==> src/rtl/cfg_bank_programmer_if.sv <==
// Bitstream stream plus bl/wl tile bus for cfg_bank_programmer.
// Optional checksum signal is present only when CFG_CHECKSUM_EN is defined.
interface cfg_bank_programmer_if #(
  parameter int BL_WIDTH  = 315,
  parameter int WL_WIDTH  = 4,
  parameter int DIN_WIDTH = 32
);
  logic                 start;
  logic [DIN_WIDTH-1:0] cfg_data;
  logic                 cfg_valid;
  logic                 cfg_ready;
  logic [BL_WIDTH-1:0]  bl_out;
  logic [WL_WIDTH-1:0]  wl_out;
  logic                 busy;
  logic                 done;
`ifdef CFG_CHECKSUM_EN
  logic [DIN_WIDTH-1:0] checksum;

  modport master (
    output start, cfg_data, cfg_valid,
    input  cfg_ready, bl_out, wl_out, busy, done, checksum
  );
  modport slave (
    input  start, cfg_data, cfg_valid,
    output cfg_ready, bl_out, wl_out, busy, done, checksum
  );
`else
  modport master (
    output start, cfg_data, cfg_valid,
    input  cfg_ready, bl_out, wl_out, busy, done
  );
  modport slave (
    input  start, cfg_data, cfg_valid,
    output cfg_ready, bl_out, wl_out, busy, done
  );
`endif
endinterface

==> src/rtl/cfg_bank_programmer.sv <==
// Memory-bank configuration writer: assembles one bit-line row from the bitstream,
// then strobes that row's word line. CFG_CHECKSUM_EN adds an XOR checksum output.
module cfg_bank_programmer #(
  parameter int BL_WIDTH        = 315,
  parameter int WL_WIDTH        = 4,
  parameter int DIN_WIDTH       = 32,
  parameter int WL_PULSE_CYCLES = 2
) (
  input  logic                  clk,
  input  logic                  reset,
  cfg_bank_programmer_if.slave  bus
);

  localparam int WPR    = (BL_WIDTH + DIN_WIDTH - 1) / DIN_WIDTH;
  localparam int WORD_W = $clog2(WPR + 1);
  localparam int ROW_W  = $clog2(WL_WIDTH + 1);
  localparam int PCNT_W = $clog2(WL_PULSE_CYCLES + 1);

  typedef enum logic [2:0] {
    S_IDLE,
    S_LOAD,
    S_SETUP,
    S_PULSE,
    S_HOLD
  } state_t;

  state_t              state_q, state_d;
  logic [WORD_W-1:0]   word_q, word_d;
  logic [ROW_W-1:0]    row_q, row_d;
  logic [PCNT_W-1:0]   pcnt_q, pcnt_d;
  logic [WL_WIDTH-1:0] wl_q, wl_d;
  logic                done_q, done_d;
  logic                load_accept;
  logic [BL_WIDTH-1:0] bl_vec;

  assign load_accept = (state_q == S_LOAD) && bus.cfg_valid;

  always_ff @(posedge clk) begin
    if (reset) begin
      state_q <= S_IDLE;
      word_q  <= '0;
      row_q   <= '0;
      pcnt_q  <= '0;
      wl_q    <= '0;
      done_q  <= 1'b0;
    end else begin
      state_q <= state_d;
      word_q  <= word_d;
      row_q   <= row_d;
      pcnt_q  <= pcnt_d;
      wl_q    <= wl_d;
      done_q  <= done_d;
    end
  end

  always_comb begin
    state_d = state_q;
    word_d  = word_q;
    row_d   = row_q;
    pcnt_d  = pcnt_q;
    done_d  = 1'b0;
    case (state_q)
      S_IDLE: begin
        if (bus.start) begin
          state_d = S_LOAD;
          row_d   = '0;
          word_d  = '0;
        end
      end
      S_LOAD: begin
        if (load_accept) begin
          word_d = word_q + 1'b1;
          if (word_q == WORD_W'(WPR - 1)) begin
            state_d = S_SETUP;
          end
        end
      end
      S_SETUP: begin
        pcnt_d  = '0;
        state_d = S_PULSE;
      end
      S_PULSE: begin
        if (pcnt_q == PCNT_W'(WL_PULSE_CYCLES - 1)) begin
          state_d = S_HOLD;
        end else begin
          pcnt_d = pcnt_q + 1'b1;
        end
      end
      S_HOLD: begin
        if (row_q == ROW_W'(WL_WIDTH - 1)) begin
          state_d = S_IDLE;
          done_d  = 1'b1;
        end else begin
          row_d   = row_q + 1'b1;
          word_d  = '0;
          state_d = S_LOAD;
        end
      end
      default: begin
        state_d = S_IDLE;
      end
    endcase
  end

  // Word-line strobe is decoded from next state so it is glitch-free out of a flop.
  for (genvar gi = 0; gi < WL_WIDTH; gi++) begin : g_wl
    assign wl_d[gi] = (state_d == S_PULSE) && (row_d == ROW_W'(gi));
  end

  // The top slice is narrower than a word when BL_WIDTH is not a multiple of DIN_WIDTH.
  for (genvar gi = 0; gi < WPR; gi++) begin : g_slice
    localparam int LO = gi * DIN_WIDTH;
    localparam int SW = ((BL_WIDTH - LO) < DIN_WIDTH) ? (BL_WIDTH - LO) : DIN_WIDTH;
    logic [SW-1:0] slice_q;

    always_ff @(posedge clk) begin
      if (reset) begin
        slice_q <= '0;
      end else if (load_accept && (word_q == WORD_W'(gi))) begin
        slice_q <= bus.cfg_data[SW-1:0];
      end
    end

    assign bl_vec[LO +: SW] = slice_q;
  end

`ifdef CFG_CHECKSUM_EN
  logic [DIN_WIDTH-1:0] csum_q;

  always_ff @(posedge clk) begin
    if (reset) begin
      csum_q <= '0;
    end else if ((state_q == S_IDLE) && bus.start) begin
      csum_q <= '0;
    end else if (load_accept) begin
      csum_q <= csum_q ^ bus.cfg_data;
    end
  end

  assign bus.checksum = csum_q;
`endif

  assign bus.cfg_ready = (state_q == S_LOAD);
  assign bus.busy      = (state_q != S_IDLE);
  assign bus.done      = done_q;
  assign bus.wl_out    = wl_q;
  assign bus.bl_out    = bl_vec;

endmodule
==> src/flat_wrapper.sv <==
// flat-port wrapper written by rule: the top's interface ports become plain ports
module cfg_bank_programmer_flat 
#(
  parameter int BL_WIDTH        = 315,
  parameter int WL_WIDTH        = 4,
  parameter int DIN_WIDTH       = 32,
  parameter int WL_PULSE_CYCLES = 2
)
  (clk, reset, bus_start, bus_cfg_data, bus_cfg_valid, bus_cfg_ready, bus_bl_out, bus_wl_out, bus_busy, bus_done);
  cfg_bank_programmer_if #(.BL_WIDTH(BL_WIDTH), .WL_WIDTH(WL_WIDTH), .DIN_WIDTH(DIN_WIDTH)) bus_i ();
  input  logic clk;
  input  logic reset;
  input wire logic [$bits(bus_i.start)-1:0] bus_start;
  input wire logic [$bits(bus_i.cfg_data)-1:0] bus_cfg_data;
  input wire logic [$bits(bus_i.cfg_valid)-1:0] bus_cfg_valid;
  output wire logic [$bits(bus_i.cfg_ready)-1:0] bus_cfg_ready;
  output wire logic [$bits(bus_i.bl_out)-1:0] bus_bl_out;
  output wire logic [$bits(bus_i.wl_out)-1:0] bus_wl_out;
  output wire logic [$bits(bus_i.busy)-1:0] bus_busy;
  output wire logic [$bits(bus_i.done)-1:0] bus_done;
  assign bus_i.start = bus_start;
  assign bus_i.cfg_data = bus_cfg_data;
  assign bus_i.cfg_valid = bus_cfg_valid;
  assign bus_cfg_ready = bus_i.cfg_ready;
  assign bus_bl_out = bus_i.bl_out;
  assign bus_wl_out = bus_i.wl_out;
  assign bus_busy = bus_i.busy;
  assign bus_done = bus_i.done;
  cfg_bank_programmer #(.BL_WIDTH(BL_WIDTH), .WL_WIDTH(WL_WIDTH), .DIN_WIDTH(DIN_WIDTH), .WL_PULSE_CYCLES(WL_PULSE_CYCLES)) u_core (.clk(clk), .reset(reset), .bus(bus_i));
endmodule
==> config.mk <==
export PLATFORM = sky130hd
export DESIGN_NAME = cfg_bank_programmer_flat
export DESIGN_NICKNAME = d
export VERILOG_FILES = /design/src/rtl/cfg_bank_programmer_if.sv /design/src/rtl/cfg_bank_programmer.sv /design/src/flat_wrapper.sv
export SDC_FILE = /design/constraint.sdc
export NUM_CORES = 1
export LEC_CHECK = 0
export ABC_AREA = 0
export CORE_UTILIZATION = 47
export DETAILED_ROUTE_END_ITERATION = 10
export PLACE_DENSITY_LB_ADDON = 0.15
export SYNTH_ARGS = -nofsm -noshare
export SYNTH_HDL_FRONTEND = slang
export SYNTH_SLANG_ARGS = --single-unit
==> constraint.sdc <==
create_clock -name clk -period 1.7 [get_ports clk]
set_input_delay 0.255 -clock clk [delete_from_list [all_inputs] [get_ports clk]]
set_output_delay 0.255 -clock clk [all_outputs]
set_load 0.01 [all_outputs]
==> results of run 1 <==
## cells by family (layout without fill, tap and decap cells)
group,Yosys count,after routing,synth area share [%]
xor gates and xnor gates,3,3,0.2190
buffers and inverters,144,511,6.913
AOI/OAI and AO/OA,328,328,13.93
DFF,332,332,55.39
muxes,1,1,0.08342
adders and majority gates,6,6,0.6256
and+or+nand+nor,690,691,22.84
## flip-flops by register name, indices dropped and copies added (netlist names)
signal and count:
u_core.bus.wl_out 4, u_core.word_q 4, u_core.row_q 3, u_core.bus.done 1
u_core.g_slice.slice_q 315, u_core.pcnt_q 2, u_core.state_q 3
## layout make-up
type | count | area (um^2) | area share [%]
Clock buffer | 58 | 1125 | 6.427
Multi-Input combinational cell | 1029 | 4591 | 26.23
Sequential cell | 332 | 6654 | 38.02
Clock inverter | 4 | 73.82 | 0.4218
Tap cell | 330 | 412.9 | 2.359
Timing Repair Buffer | 446 | 4633 | 26.47
Inverter | 3 | 11.26 | 0.06435
## layout by cell type, fill, tap and decap left out, types with 3 or more instances in the layout
cell / synthesis / final
clkbuf_8: 0 / 12
buf_4: 26 / 68
dfxtp_1: 332 / 328
clkdlybuf4s50_1: 0 / 267
nand2_1: 635 / 635
clkbuf_16: 0 / 37
a21oi_1: 319 / 318
inv_1: 3 / 3
buf_12: 0 / 19
nor3_1: 7 / 7
dfxtp_2: 0 / 3
nor2_1: 13 / 13
and3_1: 9 / 5
dlygate4sd2_1: 0 / 19
and3_2: 0 / 3
clkbuf_1: 42 / 9
nand3_2: 5 / 6
ha_1: 6 / 6
dlymetal6s2s_1: 0 / 68
## power by group
part | switching (mW) | leakage, nW | internal [mW] | total (mW)
clock | 3.03 | 0.589 | 4.81 | 7.84
combinational | 0.471 | 3.97 | 0.280 | 0.750
sequential | 0.0268 | 2.68 | 7.82 | 7.85
## per-stage QoR
step	TNS (ps)	hold WS [ps]	total power, mW	area, um^2	cells
6_report	0	79.38	16.44	17500	2202
5_1_grt	-153.7	72.16	16.90	17500	2202
4_1_cts	-12.81	56.03	16.51	17250	2198
3_5_place_dp	-65260	443.2	8.746	16050	2134
3_3_place_gp	-59330	433.5	8.742	16050	2134
2_1_floorplan	0	425.3	8.366	12000	1504
## critical path, stage by stage, from the launching register on
cell	delay, ps
dfxtp_2	420
nor3b_4	250
clkdlybuf4s15_1	270
## worst min path at each step
stage,start,to,slack (ps),cells past startpoint
2_1_floorplan,u_core.row_q[2]$_SDFF_PP0_,u_core.row_q[2]$_SDFF_PP0_,430,2
3_3_place_gp,u_core.row_q[2]$_SDFF_PP0_,u_core.row_q[2]$_SDFF_PP0_,430,2
3_5_place_dp,u_core.row_q[2]$_SDFF_PP0_,u_core.row_q[2]$_SDFF_PP0_,440,2
4_1_cts,reset,u_core.row_q[2]$_SDFF_PP0_,60,2
5_1_grt,reset,u_core.pcnt_q[0]$_SDFFE_PP0P_,70,2
6_report,reset,u_core.pcnt_q[0]$_SDFFE_PP0P_,80,2
## layer usage
metal  part of all wire (%)  routed length [um]  global-route usage [%]
met5                      0                   0                       0
met2                     46               18770                   47.74
met3                     10                4091                   9.014
met1                     40               16040                   36.55
met4                    3.7                1490                   13.29
## what timing repair did
item | CTS | global route
setup buffers | 2 | 3
pin swaps | 1 | 1
setup endpoints to repair | 29 | 274
cloned | 0 | 1
gates resized for setup | 31 | 82
==> impl_metrics.tcl, run 1 <==
set metrics [dict create \
    status "finished clean" \
    power_leakage_nw 7.241 \
    synth_ff_type "dfxtp_1" \
    gp_congestion 0.8207 \
    cts_sinks 332 \
    die_area_um2 26170 \
    min_path_type "in -> reg" \
    wire_per_inst_um 18.34 \
    cts_root_buf "clkbuf_16" \
    grt.overflow.total 0 \
    die_h_um 161.8 \
    grt_first_pass_wirelength_um 59990 \
    slew_headroom_pct 62.01 \
    clkTransAtPathRegs_ps 60 \
    drc 0 \
    io-pin-count 358 \
    synth-seq-cells 332 \
    synthTopCellsByCount "nand2_1 (635), dfxtp_1 (332), a21oi_1 (319)" \
    fin_crit_ps 1691 \
    wirelength_um 40390 \
    synth-edff-count 0 \
    ir_drop_uv 708.4 \
    synthToLayoutAreaGrowth_pct 45.85 \
    cp-start-kind "flip-flop" \
    synth.most_common_cell "nand2_1" \
    grt_max_degree 103 \
    crit_start "u_core.state_q[0]$_SDFF_PP0_" \
    criticalPathCategory "reg -> out" \
    synth_top_area_share_pct 55.39 \
    grt_pass1_vias 10501 \
    num_vias 11399 \
    cp_max_fo 7 \
    n_antenna_cell 0 \
    worstReg2RegEnd "u_core.g_slice[3].slice_q[7]$_SDFFE_PP0P_" \
    syn_inst 1504 \
    ys_top_cells_by_area "dfxtp_1 (55%), nand2_1 (20%), a21oi_1 (13%)" \
    via_per_inst 5.177 \
    antenna_found_initial 0 \
    maxCapViolCount 0 \
    setup_viol 0 \
    async_flop_share_pct 0 \
    powerDensity_nw_per_um2 939.4 \
    synth_cell_types 37 \
    synth_largest_area_cell "dfxtp_1" \
    yosysSeqAreaShare_pct 55.39 \
    end_kind "output pin" \
    num-fill-cells 2078 \
    rsz0062_at_grt "true" \
    track_usage_pct 29.68 \
    period_share_pct 99.46 \
    drv_slew 0 \
    drt_iter0_drc 1085 \
    clkLatencyLatePin_ps 510 \
    cts_max_path_buffers 3 \
    synth_nets 1546 \
    syn_avg_cell_area_um2 7.978 \
    synth_warnings 0 \
    pre_cts_ws_ps -293.2 \
    numPortBuffers 357 \
    tightest_slew_ps 568.0 \
    rows 58 \
    ant_nets 0 \
    critPathRequiredTime_ps 1440 \
    fin_nets 1889 \
    reg2reg_slack_ps 60 \
    drt_pre_antenna_iters 5 \
    start_util_pct 47.79 \
    cts_tree "yes" \
    setup_ws_ps 9.216 \
    skew_ps 12.28 \
    worstReg2RegStart "u_core.state_q[1]$_SDFF_PP0_" \
    drive_above_1_share_pct 9.028 \
    core-area_um2 25110 \
    worstPathArrival_ps 1440 \
    ff2ff_path_depth 5 \
    fin_util_pct 69.70 \
    numCtsBuffers 35 \
    synth_area_um2 12000 \
    die_w_um 161.8 \
    hpwl_um 26890 \
    fmax_ghz 0.5914 \
    hold_violations 0 \
    cts_max_level 2 \
    crit_path_end "bus_cfg_ready" \
    ctsHoldBuffers 0 \
]
Note: power is estimated with default switching activity, not from simulation.
==> run 2: changes to the inputs <==
ABC_CLOCK_PERIOD_IN_PS = 1700   (was default)
==> results of run 2 <==
The final DEF is identical to that of run 1; final timing and power are the same.
==> run 3: changes to the inputs <==
--- a/config.mk
+++ b/config.mk
@@ -7,8 +7,8 @@
 export LEC_CHECK = 0
 export ABC_AREA = 0
-export ABC_CLOCK_PERIOD_IN_PS = 1700
-export CORE_UTILIZATION = 47
+export ABC_CLOCK_PERIOD_IN_PS = 2100
+export CORE_UTILIZATION = 51
 export DETAILED_ROUTE_END_ITERATION = 10
-export PLACE_DENSITY_LB_ADDON = 0.15
+export PLACE_DENSITY_LB_ADDON = 0.2
 export SYNTH_ARGS = -nofsm -noshare
 export SYNTH_HDL_FRONTEND = slang
==> constraint.sdc (replaced) <==
create_clock -name clk -period 2.1 [get_ports clk]
set_input_delay 0.315 -clock clk [delete_from_list [all_inputs] [get_ports clk]]
set_output_delay 0.315 -clock clk [all_outputs]
set_load 0.05 [all_outputs]
==> run 3 against run 2 <==
  * Register-to-register slack improved by 220 ps
  * Via count increased by 0.74%
  * Power decreased by 20%
  * Die area decreased by 7.7%
  * Final area decreased by 3.8%
==> impl_metrics.tcl, run 3 (same netlist as run 1, synthesis figures left out) <==
set metrics [dict create \
    criticalPathCategory "reg -> out" \
    rows 55 \
    crit_slowest_cell "clkdlybuf4s50_1" \
    layout_common_cells "nand2_1 (635), clkdlybuf4s50_1 (350), dfxtp_1 (332), a21oi_1 (319), buf_4 (44)" \
    powerDensity_nw_per_um2 778.6 \
    crit_family "buffers and inverters" \
    synthToLayoutAreaGrowth_pct 40.24 \
    drive_above_1_share_pct 6.925 \
    ant_nets 0 \
    period_share_pct 97.51 \
    via_per_inst 5.348 \
    grt_pass1_vias 10613 \
    fin_nets 1851 \
    fin_hold_ws_ps 231.4 \
    cts_setup_buffers 0 \
    wirelength_um 39990 \
    die_area_um2 24140 \
    setup_tns_ps 0 \
    die_h_um 155.4 \
    power_leakage_nw 5.645 \
    fmax_ghz 0.4884 \
    skew_ps 15.45 \
    ctsHoldBuffers 0 \
    grt.overflow.total 0 \
    rsz0062_at_grt "false" \
    final_area_um2 16830 \
    n_antenna_cell 0 \
    ir_drop_uv 597.6 \
    grt_max_degree 86 \
    slowest_delay_ps 890 \
    hold_violations 0 \
    crit_chain "clkdlybuf4s50_1" \
    fin_crit_ps 2048 \
    end_kind "output pin" \
    cts_max_path_buffers 3 \
    antenna_found_initial 0 \
    top_register "u_core.g_slice.slice_q" \
    tightest_slew_ps 645.8 \
    cp_max_fo 2 \
    final_common_cell "nand2_1" \
    wire_per_inst_um 18.63 \
    cts_sinks 332 \
    cp-start-kind "flip-flop" \
    min_path_type "in -> reg" \
    io-pin-count 358 \
    crit_buf_inv 1 \
    numCtsBuffers 35 \
    maxCapViolCount 0 \
    slew_headroom_pct 56.81 \
    worstPathArrival_ps 1730 \
    gp_congestion 0.8225 \
    drc 0 \
    hpwl_um 26550 \
    core-area_um2 22850 \
    critPathRequiredTime_ps 1780 \
    setup_viol 0 \
    drt_iter0_drc 770 \
    clkTransAtPathRegs_ps 60 \
    num_vias 11483 \
    drv_slew 0 \
    drt_pre_antenna_iters 5 \
    track_usage_pct 32.31 \
    placedInstanceArea_um2 15700 \
    status "finished clean" \
    start_util_pct 52.52 \
    reg2reg_slack_ps 280 \
    die_w_um 155.4 \
    grt_first_pass_wirelength_um 60070 \
    dpl.cell_count 2085 \
    numPortBuffers 357 \
    largest_register_ffs 315 \
    finalNonFillerCells 2147 \
    cts_tree "yes" \
    cts_max_level 2 \
    power.total_mw 13.10 \
    clkLatencyLatePin_ps 510 \
    cts_root_buf "clkbuf_16" \
]
run 3: per-stage QoR:
step / worst slack [ps] / utilization, %
2_1_floorplan: 0.6637 / -
3_3_place_gp: -2.767 / 68.70
3_5_place_dp: 3.572 / 68.70
4_1_cts: 40.72 / 73.65
5_1_grt: 0.8725 / 73.65
6_report: 52.34 / 73.65
run 3: power by group:
part	switching [mW]	internal, mW
Combinational	0.472	0.180
Clock	2.52	3.58
Sequential	0.0194	6.33
run 3: path summary, 6_finish.rpt:
path / start / end / depth (start not counted)
max reg2reg: u_core.state_q[1]$_SDFF_PP0_ / u_core.g_slice[8].slice_q[16]$_SDFFE_PP0P_ / 5
min: reset / u_core.row_q[1]$_SDFF_PP0_ / 2
max: u_core.g_slice[4].slice_q[2]$_SDFFE_PP0P_ / bus_bl_out[130] / 1
min reg2reg: u_core.g_slice[7].slice_q[10]$_SDFFE_PP0P_ / u_core.g_slice[7].slice_q[10]$_SDFFE_PP0P_ / 2
run 3: metal layers:
metal / up-vias / part of all wire [%] / GRT usage (%)
li1: 5421 / - / -
met1: 5429 / 39 / 39.33
met2: 529 / 47 / 53.73
met3: 104 / 9.7 / 9.220
met4: 0 / 3.8 / 13.07
met5: - / 0 / 0
run 3: repair_timing:
action	CTS	global route
endpoints found under the hold margin	0	0
endpoints found under the setup margin	2	0
resized for setup	2	0
run 3: layout make-up:
type / instances / area [um^2]
flip-flops and latches: 332 / 6646
repair buffers: 409 / 4106
clock buffers: 47 / 991.0
clock inverters: 15 / 143.9
well taps: 313 / 391.6
inverters: 3 / 11.26
fillers: 1756 / 6020
multi-input cells: 1028 / 4537
